**src/rtl/msftDvDebug_jtag2AxiApb_pkg.sv**
```systemverilog
// Shared types for the JTAG-to-APB debug path: command/response formats,
// plus the arbiter state encoding and completion codes.
package msftDvDebug_jtag2AxiApb_pkg;

  typedef struct packed {
    logic        read;
    logic        write;
    logic [31:0] addr;
    logic [31:0] wdata;
  } JTAG_APB_DATA_t;

  typedef struct packed {
    logic        err;
    logic [31:0] data;
  } JTAG_APB_RESP_t;

  localparam int APB_CMD_WIDTH  = $bits(JTAG_APB_DATA_t);
  localparam int APB_RESP_WIDTH = $bits(JTAG_APB_RESP_t);

  typedef enum logic [1:0] {
    ARB_IDLE,
    ARB_ISSUE,
    ARB_BUSY,
    ARB_DONE
  } arb_state_e;

  localparam logic [1:0] ARB_STS_OK      = 2'b00;
  localparam logic [1:0] ARB_STS_INC_REJ = 2'b01;
  localparam logic [1:0] ARB_STS_NOP     = 2'b10;

endpackage

```
**src/rtl/msft_dv_debug_rr_arb2.sv**
```systemverilog
// Two-input grant selection; the registered pointer names the requester
// favoured on a tie (the one that did not win the most recent grant).
module msft_dv_debug_rr_arb2 #(
  parameter int unsigned RR_EN = 1
) (
  input  logic       clk,
  input  logic       rst,
  input  logic       en,
  input  logic [1:0] req,
  output logic       gnt_valid,
  output logic       gnt_idx
);

  logic ptr_q;

  always_comb begin
    gnt_valid = |req;
    gnt_idx   = 1'b0;
    case (req)
      2'b01:   gnt_idx = 1'b0;
      2'b10:   gnt_idx = 1'b1;
      2'b11:   gnt_idx = (RR_EN != 0) ? ptr_q : 1'b0;
      default: gnt_idx = 1'b0;
    endcase
  end

  always_ff @(posedge clk or posedge rst) begin
    if (rst) begin
      ptr_q <= 1'b0;
    end else if (en && gnt_valid) begin
      ptr_q <= ~gnt_idx;
    end
  end

endmodule

```
**src/rtl/msft_dv_debug_apb_arb.sv**
```systemverilog
// Arbitrates two debug requesters onto a single APB manager, screening nop
// and stolen auto-increment requests before they reach the bus.
module msft_dv_debug_apb_arb
  import msftDvDebug_jtag2AxiApb_pkg::*;
#(
  parameter int unsigned RR_EN     = 1,
  parameter int unsigned OWNER_CHK = 1
) (
  input  logic                      clk_i,
  input  logic                      rst_i,
  input  logic [1:0]                req0_i,
  input  logic [APB_CMD_WIDTH-1:0]  cmd0_i,
  input  logic [1:0]                req1_i,
  input  logic [APB_CMD_WIDTH-1:0]  cmd1_i,
  output logic [1:0]                done_o,
  output logic [1:0]                status_o,
  output logic [APB_RESP_WIDTH-1:0] resp_o,
  output logic [1:0]                apb_req_o,
  input  logic                      apb_ack_i,
  output logic [APB_CMD_WIDTH-1:0]  apb_cmd_o,
  input  logic [APB_RESP_WIDTH-1:0] apb_resp_i,
  input  logic                      sel_jtag_i,
  output logic                      owner_o,
  output logic                      busy_o
);

  arb_state_e                state_q, state_d;
  logic                      owner_q, last_owner_q, first_busy_q;
  logic                      gnt_valid, gnt_idx, is_nop, inc_rej, busy_exit;
  logic [1:0]                req_q, status_q;
  JTAG_APB_DATA_t            cmd_q;
  logic [APB_RESP_WIDTH-1:0] resp_q;

  msft_dv_debug_rr_arb2 #(.RR_EN(RR_EN)) u_arb (
    .clk       (clk_i),
    .rst       (rst_i),
    .en        (state_q == ARB_IDLE),
    .req       ({|req1_i, |req0_i}),
    .gnt_valid (gnt_valid),
    .gnt_idx   (gnt_idx)
  );

  assign is_nop  = !cmd_q.read && !cmd_q.write;
  assign inc_rej = (OWNER_CHK != 0) && (req_q == 2'b10) && (owner_q != last_owner_q);
  // The manager only raises sel_jtag a cycle after accepting, so the first BUSY cycle is blind.
  assign busy_exit = !first_busy_q && !sel_jtag_i;

  always_ff @(posedge clk_i or posedge rst_i) begin
    if (rst_i) state_q <= ARB_IDLE;
    else       state_q <= state_d;
  end

  always_comb begin
    state_d   = state_q;
    apb_req_o = 2'b00;
    case (state_q)
      ARB_IDLE:  if (gnt_valid) state_d = ARB_ISSUE;
      ARB_ISSUE: begin
        if (is_nop || inc_rej) begin
          state_d = ARB_DONE;
        end else begin
          apb_req_o = req_q;
          if (apb_ack_i) state_d = ARB_BUSY;
        end
      end
      ARB_BUSY:  if (busy_exit) state_d = ARB_DONE;
      ARB_DONE:  state_d = ARB_IDLE;
      default:   state_d = ARB_IDLE;
    endcase
  end

  always_ff @(posedge clk_i or posedge rst_i) begin
    if (rst_i) begin
      owner_q      <= 1'b0;
      last_owner_q <= 1'b0;
      first_busy_q <= 1'b0;
      req_q        <= 2'b00;
      cmd_q        <= '0;
      status_q     <= ARB_STS_OK;
      resp_q       <= '0;
    end else begin
      case (state_q)
        ARB_IDLE: begin
          if (gnt_valid) begin
            owner_q <= gnt_idx;
            req_q   <= gnt_idx ? req1_i : req0_i;
            cmd_q   <= gnt_idx ? cmd1_i : cmd0_i;
          end
        end
        ARB_ISSUE: begin
          if (is_nop) begin
            status_q <= ARB_STS_NOP;
          end else if (inc_rej) begin
            status_q <= ARB_STS_INC_REJ;
          end else if (apb_ack_i) begin
            status_q     <= ARB_STS_OK;
            last_owner_q <= owner_q;
            first_busy_q <= 1'b1;
          end
        end
        ARB_BUSY: begin
          first_busy_q <= 1'b0;
          if (busy_exit) resp_q <= apb_resp_i;
        end
        default: ;
      endcase
    end
  end

  assign done_o    = (state_q == ARB_DONE) ? (owner_q ? 2'b10 : 2'b01) : 2'b00;
  assign status_o  = (state_q == ARB_DONE) ? status_q : 2'b00;
  assign resp_o    = resp_q;
  assign apb_cmd_o = cmd_q;
  assign owner_o   = owner_q;
  assign busy_o    = (state_q != ARB_IDLE);

endmodule

```
**config.mk**
```make
export PLATFORM = sky130hd
export DESIGN_NAME = msft_dv_debug_apb_arb
export DESIGN_NICKNAME = d
export VERILOG_FILES = /design/src/rtl/msftDvDebug_jtag2AxiApb_pkg.sv /design/src/rtl/msft_dv_debug_rr_arb2.sv /design/src/rtl/msft_dv_debug_apb_arb.sv
export SDC_FILE = /design/constraint.sdc
export NUM_CORES = 1
export LEC_CHECK = 0
export CAP_MARGIN = 40
export CORE_ASPECT_RATIO = 1.75
export CORE_MARGIN = 10
export CORE_UTILIZATION = 35
export CTS_CLUSTER_DIAMETER = 40
export DETAILED_ROUTE_END_ITERATION = 7
export PLACE_DENSITY_LB_ADDON = 0.12
export SETUP_SLACK_MARGIN = 0.02
export SLEW_MARGIN = 20
export SYNTH_ARGS = -nofsm -noshare
export SYNTH_HDL_FRONTEND = slang
export SYNTH_HIERARCHICAL = 1
export SYNTH_SLANG_ARGS = --single-unit
```
**constraint.sdc**
```tcl
create_clock -name clk_i -period 4.9 [get_ports clk_i]
set_input_delay 0.98 -clock clk_i [delete_from_list [all_inputs] [get_ports clk_i]]
set_output_delay 0.98 -clock clk_i [all_outputs]
set_load 0.05 [all_outputs]
```
==> metrics.cfg, run 1 <==
[placed_design]
placed_cells = 863
finalWeightedCongestion = 0.795
preCtsSetupSlack_ps = 1550
port_buffers = 279
dp_hpwl_um = 12900

[logic_synthesis]
synthCells = 426
synth-edff-count = 0
yosysTopAreaCellShare_pct = 56.0
ys_types = 31
synthTopCellsByArea = dfrtp_1, mux2i_1, mux2_2, a21oi_1, nor2_1
synth_seq_area_share_pct = 56.0
syn_area_um2 = 4870
synthArstFlopShare_pct = 100
synth.avg_cell_area_um2 = 11.4
yosysTopAreaCell = dfrtp_1
yosys-top-cells-count = dfrtp_1, nor2_1, a21oi_1, mux2i_1, mux2_2
synth_ff_type = dfrtp_1
synth.most_common_cell = dfrtp_1
yosysWarnings = 6
syn_nets = 604
ys_ff_latch = 109

[min_path]
hp-class = register to register

[run]
maxCapViolations = 0

[cts]
clock-sinks = 109
ctsResizeCount = 0
cts_made_buffers = 9
insertion_delay_ps = 340
cts_setup_buffers = 0
cts_tree = done
clockRootBuffer = clkbuf_16
hold_buffers = 0
clockBufferDepth = 2
clk_pin_slew_ps = 70
h-tree-depth = 3

[drt]
drc_errors = 0
drt_iter0_drc = 119
routed_wl_um = 15800
num_vias = 4172
firstDrtPassIters = 4
ant_nets = 0
avgViaCountPerCell = 4.74
wl_per_cell_um = 18.0

[finish]
final_cells = 880
nFillCells = 1170
antennaDiodeCount = 0
syn2layout_area_growth_pct = 67.8
drive_gt1_share_pct = 8.96
nets = 876

[sta]
min_period_over_period_pct = 69.5
slew-limit-headroom_pct = 60.7
worst_slew_pin_slew_ps = 588
fin_ws_ps = 1500
fmax_ghz = 0.294
rsz0062_at_grt = no
hold_viol_final = 0
setup_violations = 0
min_period_ps = 3400
whs_ps = 487
fin_setup_tns_ps = 0
fin_skew_ps = 8.95
drv_slew = 0

[critical_path]
worst_path_largest_cell_delay_ps = 820
critPathCaptureType = output pin
critical_path_arrival_ps = 2420
worstPathRequired_ps = 3920
crit_chain = inv_1 > ha_1 > inv_1 > nor2_1 > and3_1 > clkdlybuf4s50_1
worstPathMaxFanout = 7
crit_top_cell = inv_1
startpoint_type = register
crit_slowest_cell = clkdlybuf4s50_1
r2r_slack_ps = 2700
crit_type = register to output pin

[pwr]
p_clk_share_pct = 11.3
ir_drop_uv = 353
combPwrFrac_pct = 62.5
p_int_uw = 3100
p_leak_uw = 0.00346
p_seq_share_pct = 26.2
total_power_uw = 6130
sw_frac_of_total_pct = 49.4
powerDensity_nw_per_um2 = 749
p_sw_uw = 3030

[global_routing]
grt_pass1_vias = 4531
grt_max_degree = 95
grt_pass1_wl_um = 24100
antenna_found_initial = 0
grt_use_total_pct = 16.0
grt_overflow = 0

[die]
io_pins = 280
initial_core_util_pct = 35.4
dieArea_um2 = 19200
core.rowCount = 57
core_area_um2 = 13800
die_y_um = 176
die_x_um = 109

[status]
outcome = completed

## sequential cells by signal, indices dropped and copies added, names as in the netlist
| name | count |
|---|---|
| apb_cmd_o | 66 |
| resp_o | 33 |
| req_q | 2 |
| state_q | 2 |
| status_q | 2 |
| first_busy_q | 1 |
| last_owner_q | 1 |
| owner_o | 1 |
| u_arb/ptr_q | 1 |
## power groups by stage
| stage | Combinational [µW] | Clock, µW | Sequential [µW] |
|---|---|---|---|
| 2_1_floorplan | 1090 | 0 | 3040 |
| 3_3_place_gp | 3790 | 0 | 1600 |
| 3_5_place_dp | 3850 | 0 | 1620 |
| 4_1_cts | 3850 | 718 | 1610 |
| 5_1_grt | 4050 | 754 | 1670 |
| 6_report | 3830 | 693 | 1610 |
## stage by stage
stage	utilization (%)	cell area, µm²
after global placement	56.9	7830
after detailed placement	57.1	7860
after CTS	59.2	8150
after floorplan	-	4870
after global routing	59.4	8180
final	59.4	8180
## worst paths after layout
kind | startpoint | to | cells past startpoint
worst max-delay path | state_q[1] | apb_req_o[1] | 6
worst min-delay path | resp_o[25] | resp_o[25] | 1
worst max register to register | state_q[0] | apb_cmd_o[39] | 7
worst min register to register | resp_o[25] | resp_o[25] | 1
max in group asynchronous | rst_i | apb_cmd_o[19] | 4
min in group asynchronous | rst_i | u_arb/ptr_q | 2
## layer usage
layer / wire length, µm / track usage, % / vias to the layer above
met2: 8520 / 29.0 / 167
met3: 1570 / 7.01 / 17
met1: 5470 / 15.8 / 1970
met4: 280 / 5.12 / 0
met5: 0 / 0 / -
li1: - / - / 2018
## final cells by class
class | count | area [µm²] | area share (%)
repair buffers | 287 | 2910 | 35.5
flip-flops and latches | 109 | 2730 | 33.4
multi-input cells | 284 | 2000 | 24.5
clock buffers | 12 | 256 | 3.14
well taps | 177 | 221 | 2.71
clock inverters | 4 | 32.5 | 0.398
inverters | 7 | 28.8 | 0.352
## worst max-delay path: cells and delay by family, from the launching register on
family        cells  cell delay, ps
fa+ha+maj         1             290
buf+inv           3            1030
flops             1             430
simple gates      2             340
## cell usage in the layout, fill, tap and decap left out, types with 3 or more instances in the layout
cell type	synthesis	final
clkbuf_16	0	9
dfrtp_1	109	109
mux2i_1	68	68
inv_1	7	6
a21oi_1	69	69
ha_1	5	5
o21ai_0	6	6
mux2_2	33	33
buf_4	5	5
and2_1	5	4
mux2_1	3	3
nor2_1	74	74
clkdlybuf4s50_1	0	279
## cell families after synthesis
family / count (synthesis) / synth area share (%)
XOR/XNOR: 1 / 0.180
adder cells (fa/ha/maj): 5 / 1.28
flip-flops: 109 / 56.0
multiplexers: 104 / 22.3
buffers and inverters: 33 / 3.18
AO/OA/AOI/OAI: 83 / 9.04
AND/OR/NAND/NOR: 91 / 8.06
Power figures use the tool's default switching activity.
==> inputs of run 2 (changes only) <==
==> constraint.sdc (replaced) <==
create_clock -name clk_i -period 3.4 [get_ports clk_i]
set_input_delay 0.68 -clock clk_i [delete_from_list [all_inputs] [get_ports clk_i]]
set_output_delay 0.68 -clock clk_i [all_outputs]
set_load 0.05 [all_outputs]
==> run 2 against run 1 <==
Against the previous run: sequential cell count did not move; sequential power rose by 43%; largest cell class unchanged; total power rose by 44%; utilization fell by 0.20 points; via count fell by 1.3%.
==> metrics.cfg, run 2 (same netlist as run 1, synthesis figures left out) <==
[status]
outcome = completed

[min_path]
min-delay-start = resp_o[26]
hp-class = register to register

[sta]
setup_violations = 0  ; unchanged
fin_skew_ps = 9.09  ; +0.132 ps
min_period_over_period_pct = 91.8
drv_slew = 0  ; unchanged
hold_viol_final = 0  ; unchanged
rsz0062_at_grt = no
fin_setup_tns_ps = 0  ; unchanged
slew-limit-headroom_pct = 57.6  ; -3.1 points
min_period_ps = 3120
fmax_ghz = 0.321
worst_slew_pin_slew_ps = 636  ; +48.2 ps

[finish]
mostFrequentLayoutCell = clkdlybuf4s50_1
antennaDiodeCount = 0  ; unchanged
nFillCells = 1158  ; -1.0%
syn2layout_area_growth_pct = 67.2
fin_area_um2 = 8150  ; -0.34%
drive_gt1_share_pct = 8.97  ; +0.013 points
most-common-layout-cells = clkdlybuf4s50_1, dfrtp_1, nor2_1
largest_reg_flops = 66  ; unchanged
multi_input_area_um2 = 2000  ; unchanged
ff_latch_area_um2 = 2730  ; unchanged
nets = 875  ; -0.11%

[critical_path]
startpoint_type = register
crit_start = state_q[1]
crit_chain = inv_1 > ha_1 > inv_1 > nor2_1 > and3_1 > clkdlybuf4s50_1
crit_family = buffers and inverters
critPathCaptureType = output pin
rr_startpoint = state_q[0]
crit_slowest_cell = clkdlybuf4s50_1
crit_top_cell = inv_1
critical_path_arrival_ps = 2440  ; +20 ps
worst_path_largest_cell_delay_ps = 800  ; -20 ps
timing.critical_path.buf_inv = 3  ; unchanged
crit_type = register to output pin
worstPathMaxFanout = 7  ; unchanged
worstPathRequired_ps = 2720  ; -1200 ps

[global_routing]
grt_overflow = 0  ; unchanged
grt_use_total_pct = 16.1  ; +0.038 points
antenna_found_initial = 0  ; unchanged
grt_pass1_wl_um = 24200  ; +0.43%
grt_pass1_vias = 4512  ; -0.42%
grt_max_degree = 100  ; +5.3%

[cts]
clockRootBuffer = clkbuf_16
cts_setup_buffers = 0  ; unchanged
h-tree-depth = 3  ; unchanged
clk_pin_slew_ps = 70  ; about the same
ctsResizeCount = 0  ; unchanged
cts_tree = done
cts_made_buffers = 9  ; unchanged
hold_buffers = 0  ; unchanged
insertion_delay_ps = 340  ; about the same
clockBufferDepth = 2  ; unchanged
clock-sinks = 109  ; unchanged

[pwr]
ir_drop_uv = 515  ; +46%
p_leak_uw = 0.00345  ; -0.31%
powerDensity_nw_per_um2 = 1080  ; +45%

[drt]
ant_nets = 0  ; unchanged
avgViaCountPerCell = 4.69  ; -1.2%
drt_iter0_drc = 126  ; +5.9%
num_vias = 4119  ; -1.3%
routed_wl_um = 16000  ; +0.95%
drc_errors = 0  ; unchanged
firstDrtPassIters = 4  ; unchanged
wl_per_cell_um = 18.2  ; +1.1%

[die]
io_pins = 280  ; unchanged
core.rowCount = 57  ; unchanged
die_x_um = 109  ; unchanged
dieArea_um2 = 19200  ; unchanged
core_area_um2 = 13800  ; unchanged
initial_core_util_pct = 35.4  ; unchanged
die_y_um = 176  ; unchanged

[placed_design]
dpl_cell_area_um2 = 7870  ; about the same
finalWeightedCongestion = 0.824  ; +3.6%
port_buffers = 279  ; unchanged
dp_hpwl_um = 13000  ; +0.70%

[run]
maxCapViolations = 0  ; unchanged

## run 2: layer usage
layer | global-route usage [%] | vias to the layer above | part of all wire (%)
met5 | 0 | - | 0
met4 | 4.25 | 0 | 1.1
met3 | 6.21 | 10 | 8.8
met2 | 29.4 | 173 | 55
met1 | 16.4 | 1925 | 36
li1 | - | 2011 | -
## run 2: worst reg2reg max path: cells and delay by family, from the launching register on
family          cells  cell delay (ps)
buf+inv             2              480
fa+ha+maj           1              240
flops               1              410
compound gates      1              120
simple gates        2              650
## run 2: per-stage QoR
step                instances  worst slack (ps)  total power (µW)  hold slack (ps)  utilization, %
finish                    879               280              8820              488            59.2
global route              879               111              9330              510            59.2
CTS                       879               252              8970              489            59.2
detailed placement        863               640              7940              470            57.1
global placement          863               707              7820              465            57.1
floorplan                 426              1220              5950              409               -
## run 2: path summary, 6_finish.rpt
kind	end	slack (ps)	depth (start not counted)
setup / recovery	apb_req_o[1]	280	6
hold / removal	resp_o[26]	490	1
setup reg to reg	apb_cmd_o[42]	1440	6
hold reg to reg	resp_o[26]	490	1
max in group asynchronous	apb_cmd_o[35]	1960	3
min in group asynchronous	u_arb/ptr_q	560	2
## run 2: cell type report
type | instances | area share [%]
timing repair buffer | 286 | 35.4
clock buffer | 10 | 2.93
clock inverter | 6 | 0.537
tap | 177 | 2.72
inverter | 7 | 0.368
multi-input combinational | 284 | 24.6
sequential | 109 | 33.5
## run 2: power breakdown
part / internal [µW] / leakage (µW) / switching [µW] / total [µW]
Sequential: 1950 / 0.00124 / 355 / 2310
Clock: 523 / 0.000140 / 468 / 991
Combinational: 1970 / 0.00207 / 3560 / 5530
Total: 4450 / 0.00345 / 4380 / 8820
==> inputs of run 3 (changes only) <==
--- a/config.mk
+++ b/config.mk
@@ -6,11 +6,12 @@
 export NUM_CORES = 1
 export LEC_CHECK = 0
 export CAP_MARGIN = 40
-export CORE_ASPECT_RATIO = 1.75
+export CORE_ASPECT_RATIO = 1.5
 export CORE_MARGIN = 10
 export CORE_UTILIZATION = 35
 export CTS_CLUSTER_DIAMETER = 40
 export DETAILED_ROUTE_END_ITERATION = 7
+export GPL_TIMING_DRIVEN = 0
 export PLACE_DENSITY_LB_ADDON = 0.12
 export SETUP_SLACK_MARGIN = 0.02
 export SLEW_MARGIN = 20
==> run 3 against run 2 <==
Against the previous run: clock skew grew 0.66 ps; clock-buffer cell count is the same; critical path type unchanged; largest power group unchanged; total power grew 0.79%; critical endpoint unchanged.
==> metrics.cfg, run 3 (same netlist as run 1, synthesis figures left out) <==
[status]
outcome = completed

[cts]
cts_made_buffers = 9  ; unchanged
hold_buffers = 0  ; unchanged
clock-sinks = 109  ; unchanged
clk_pin_slew_ps = 70  ; about the same
cts_setup_buffers = 0  ; unchanged
insertion_delay_ps = 340  ; about the same
cts_tree = done
ctsResizeCount = 0  ; unchanged
clockBufferDepth = 2  ; unchanged
clockRootBuffer = clkbuf_16
h-tree-depth = 3  ; unchanged

[sta]
fin_setup_tns_ps = 0  ; unchanged
slew-limit-headroom_pct = 60.2  ; +2.6 points
rsz0062_at_grt = no
worst_slew_pin_slew_ps = 596  ; -40.5 ps
fin_ws_ps = 291  ; +10.5 ps
drv_slew = 0  ; unchanged
fin_skew_ps = 9.75  ; +0.662 ps
hold_viol_final = 0  ; unchanged
setup_violations = 0  ; unchanged
fmax_ghz = 0.322  ; +0.34%
min_period_over_period_pct = 91.4  ; -0.31 points
min_period_ps = 3110  ; -10.5 ps

[global_routing]
grt_use_total_pct = 17.0  ; +0.97 points
grt_pass1_wl_um = 25500  ; +5.3%
grt_max_degree = 36  ; -64%
grt_pass1_vias = 4674  ; +3.6%
grt_overflow = 0  ; unchanged
antenna_found_initial = 0  ; unchanged

[placed_design]
port_buffers = 279  ; unchanged
finalWeightedCongestion = 0.760  ; -7.7%
preCtsSetupSlack_ps = 592  ; -48.6 ps
dp_hpwl_um = 14100  ; +8.4%

[drt]
top_layer_used = met4
routed_wl_um = 16800  ; +5.1%
drc_errors = 0  ; unchanged
wl_met1_um = 6060  ; +6.6%
firstDrtPassIters = 4  ; unchanged
num_vias = 4247  ; +3.1%
ant_nets = 0  ; unchanged
avgViaCountPerCell = 4.79  ; +2.3%
dr_wl_met2_um = 8910  ; +2.2%
wl_per_cell_um = 19.0  ; +4.3%
wl_met3_um = 1660  ; +18%
drt_iter0_drc = 142  ; +13%

[pwr]
powerDensity_nw_per_um2 = 1080  ; about the same
combPwrFrac_pct = 62.9  ; +0.3 points
p_clk_share_pct = 11.0  ; -0.2 points
p_leak_uw = 0.00350  ; +1.5%
sw_frac_of_total_pct = 50.1  ; +0.48 points
ir_drop_uv = 568  ; +10%
p_seq_share_pct = 26.1  ; about the same
p_int_uw = 4440  ; -0.17%
p_sw_uw = 4460  ; +1.8%

[critical_path]
critPathCapture = apb_req_o[1]
regToRegEndpoint = apb_cmd_o[43]
worstPathMaxFanout = 7  ; unchanged
critical_path_arrival_ps = 2430  ; about the same
critPathCaptureType = output pin
r2r_slack_ps = 1460  ; +20 ps
worstPathRequired_ps = 2720  ; about the same
rr_startpoint = state_q[0]
crit_type = register to output pin
reg2reg_depth = 7  ; +1
startpoint_type = register
crit_start = state_q[1]

[finish]
nets = 897  ; +2.5%
mostFrequentLayoutCell = clkdlybuf4s50_1
largest_reg_flops = 66  ; unchanged
syn2layout_area_growth_pct = 68.5
most-common-layout-cells = clkdlybuf4s50_1, dfrtp_1, nor2_1
drive_gt1_share_pct = 9.81  ; +0.83 points
antennaDiodeCount = 0  ; unchanged

[die]
die_y_um = 165  ; -6.6%
die_x_um = 116  ; +6.5%
io_pins = 280  ; unchanged
core.rowCount = 52  ; -8.8%
core_area_um2 = 13600  ; -1.2%
dieArea_um2 = 19100  ; -0.46%
initial_core_util_pct = 35.8  ; +0.43 points

[min_path]
hp-class = register to register

[run]
maxCapViolations = 0  ; unchanged

-- run 3: cell count changes in the layout (fill, tap and decap cells not counted), moves of 2 or more --
cell / change
buf_2: +10
clkinv_4: +2
clkbuf_1: +4
buf_1: +8
-- run 3: layout make-up --
type	instances	area, µm²
clock buffer	10	229
sequential	109	2730
multi-input combinational	284	1990
inverter	7	30.0
fill	1191	5380
tap	162	203
timing repair buffer	282	2860
buffer	26	129
clock inverter	6	45.0
-- run 3: through the flow --
stage	power, µW	hold slack [ps]	util (%)	instances	cell area [µm²]
2_1_floorplan	5950	409	-	426	4880
6_report	8890	490	60.4	886	8210
3_5_place_dp	8010	477	58.4	870	7940
3_3_place_gp	7890	473	57.9	867	7870
4_1_cts	9010	489	60.4	886	8210
5_1_grt	9400	497	60.4	886	8210
-- run 3: critical path, cell delays in order, from the launching register on --
cell	delay (ps)
dfrtp_1	430
inv_1	130
ha_1	280
inv_1	80
nor2_1	170
and3_1	180
clkdlybuf4s50_1	820
-- run 3: how the worst min path moves through the flow --
stage           startpoint     endpoint  cells past startpoint
6_report        resp_o[25]   resp_o[25]                      1
5_1_grt         resp_o[25]   resp_o[25]                      1
4_1_cts        u_arb/ptr_q  u_arb/ptr_q                      1
3_5_place_dp    resp_o[25]   resp_o[25]                      1
3_3_place_gp   u_arb/ptr_q  u_arb/ptr_q                      1
2_1_floorplan        rst_i  u_arb/ptr_q                      1
-- run 3: power groups by stage --
stage / clock (µW) / combinational, µW / sequential (µW)
detailed placement: 0 / 5660 / 2350
CTS: 1010 / 5670 / 2330
floorplan: 0 / 1570 / 4380
finish: 981 / 5590 / 2320
global route: 1060 / 5930 / 2410
global placement: 0 / 5580 / 2310
-- run 3: per-layer routing --
| metal | vias to the layer above | track usage (%) |
|---|---|---|
| met5 | - | 0 |
| met4 | 0 | 4.05 |
| met3 | 10 | 7.04 |
| met2 | 177 | 30.5 |
| met1 | 2002 | 18.0 |
| li1 | 2058 | - |
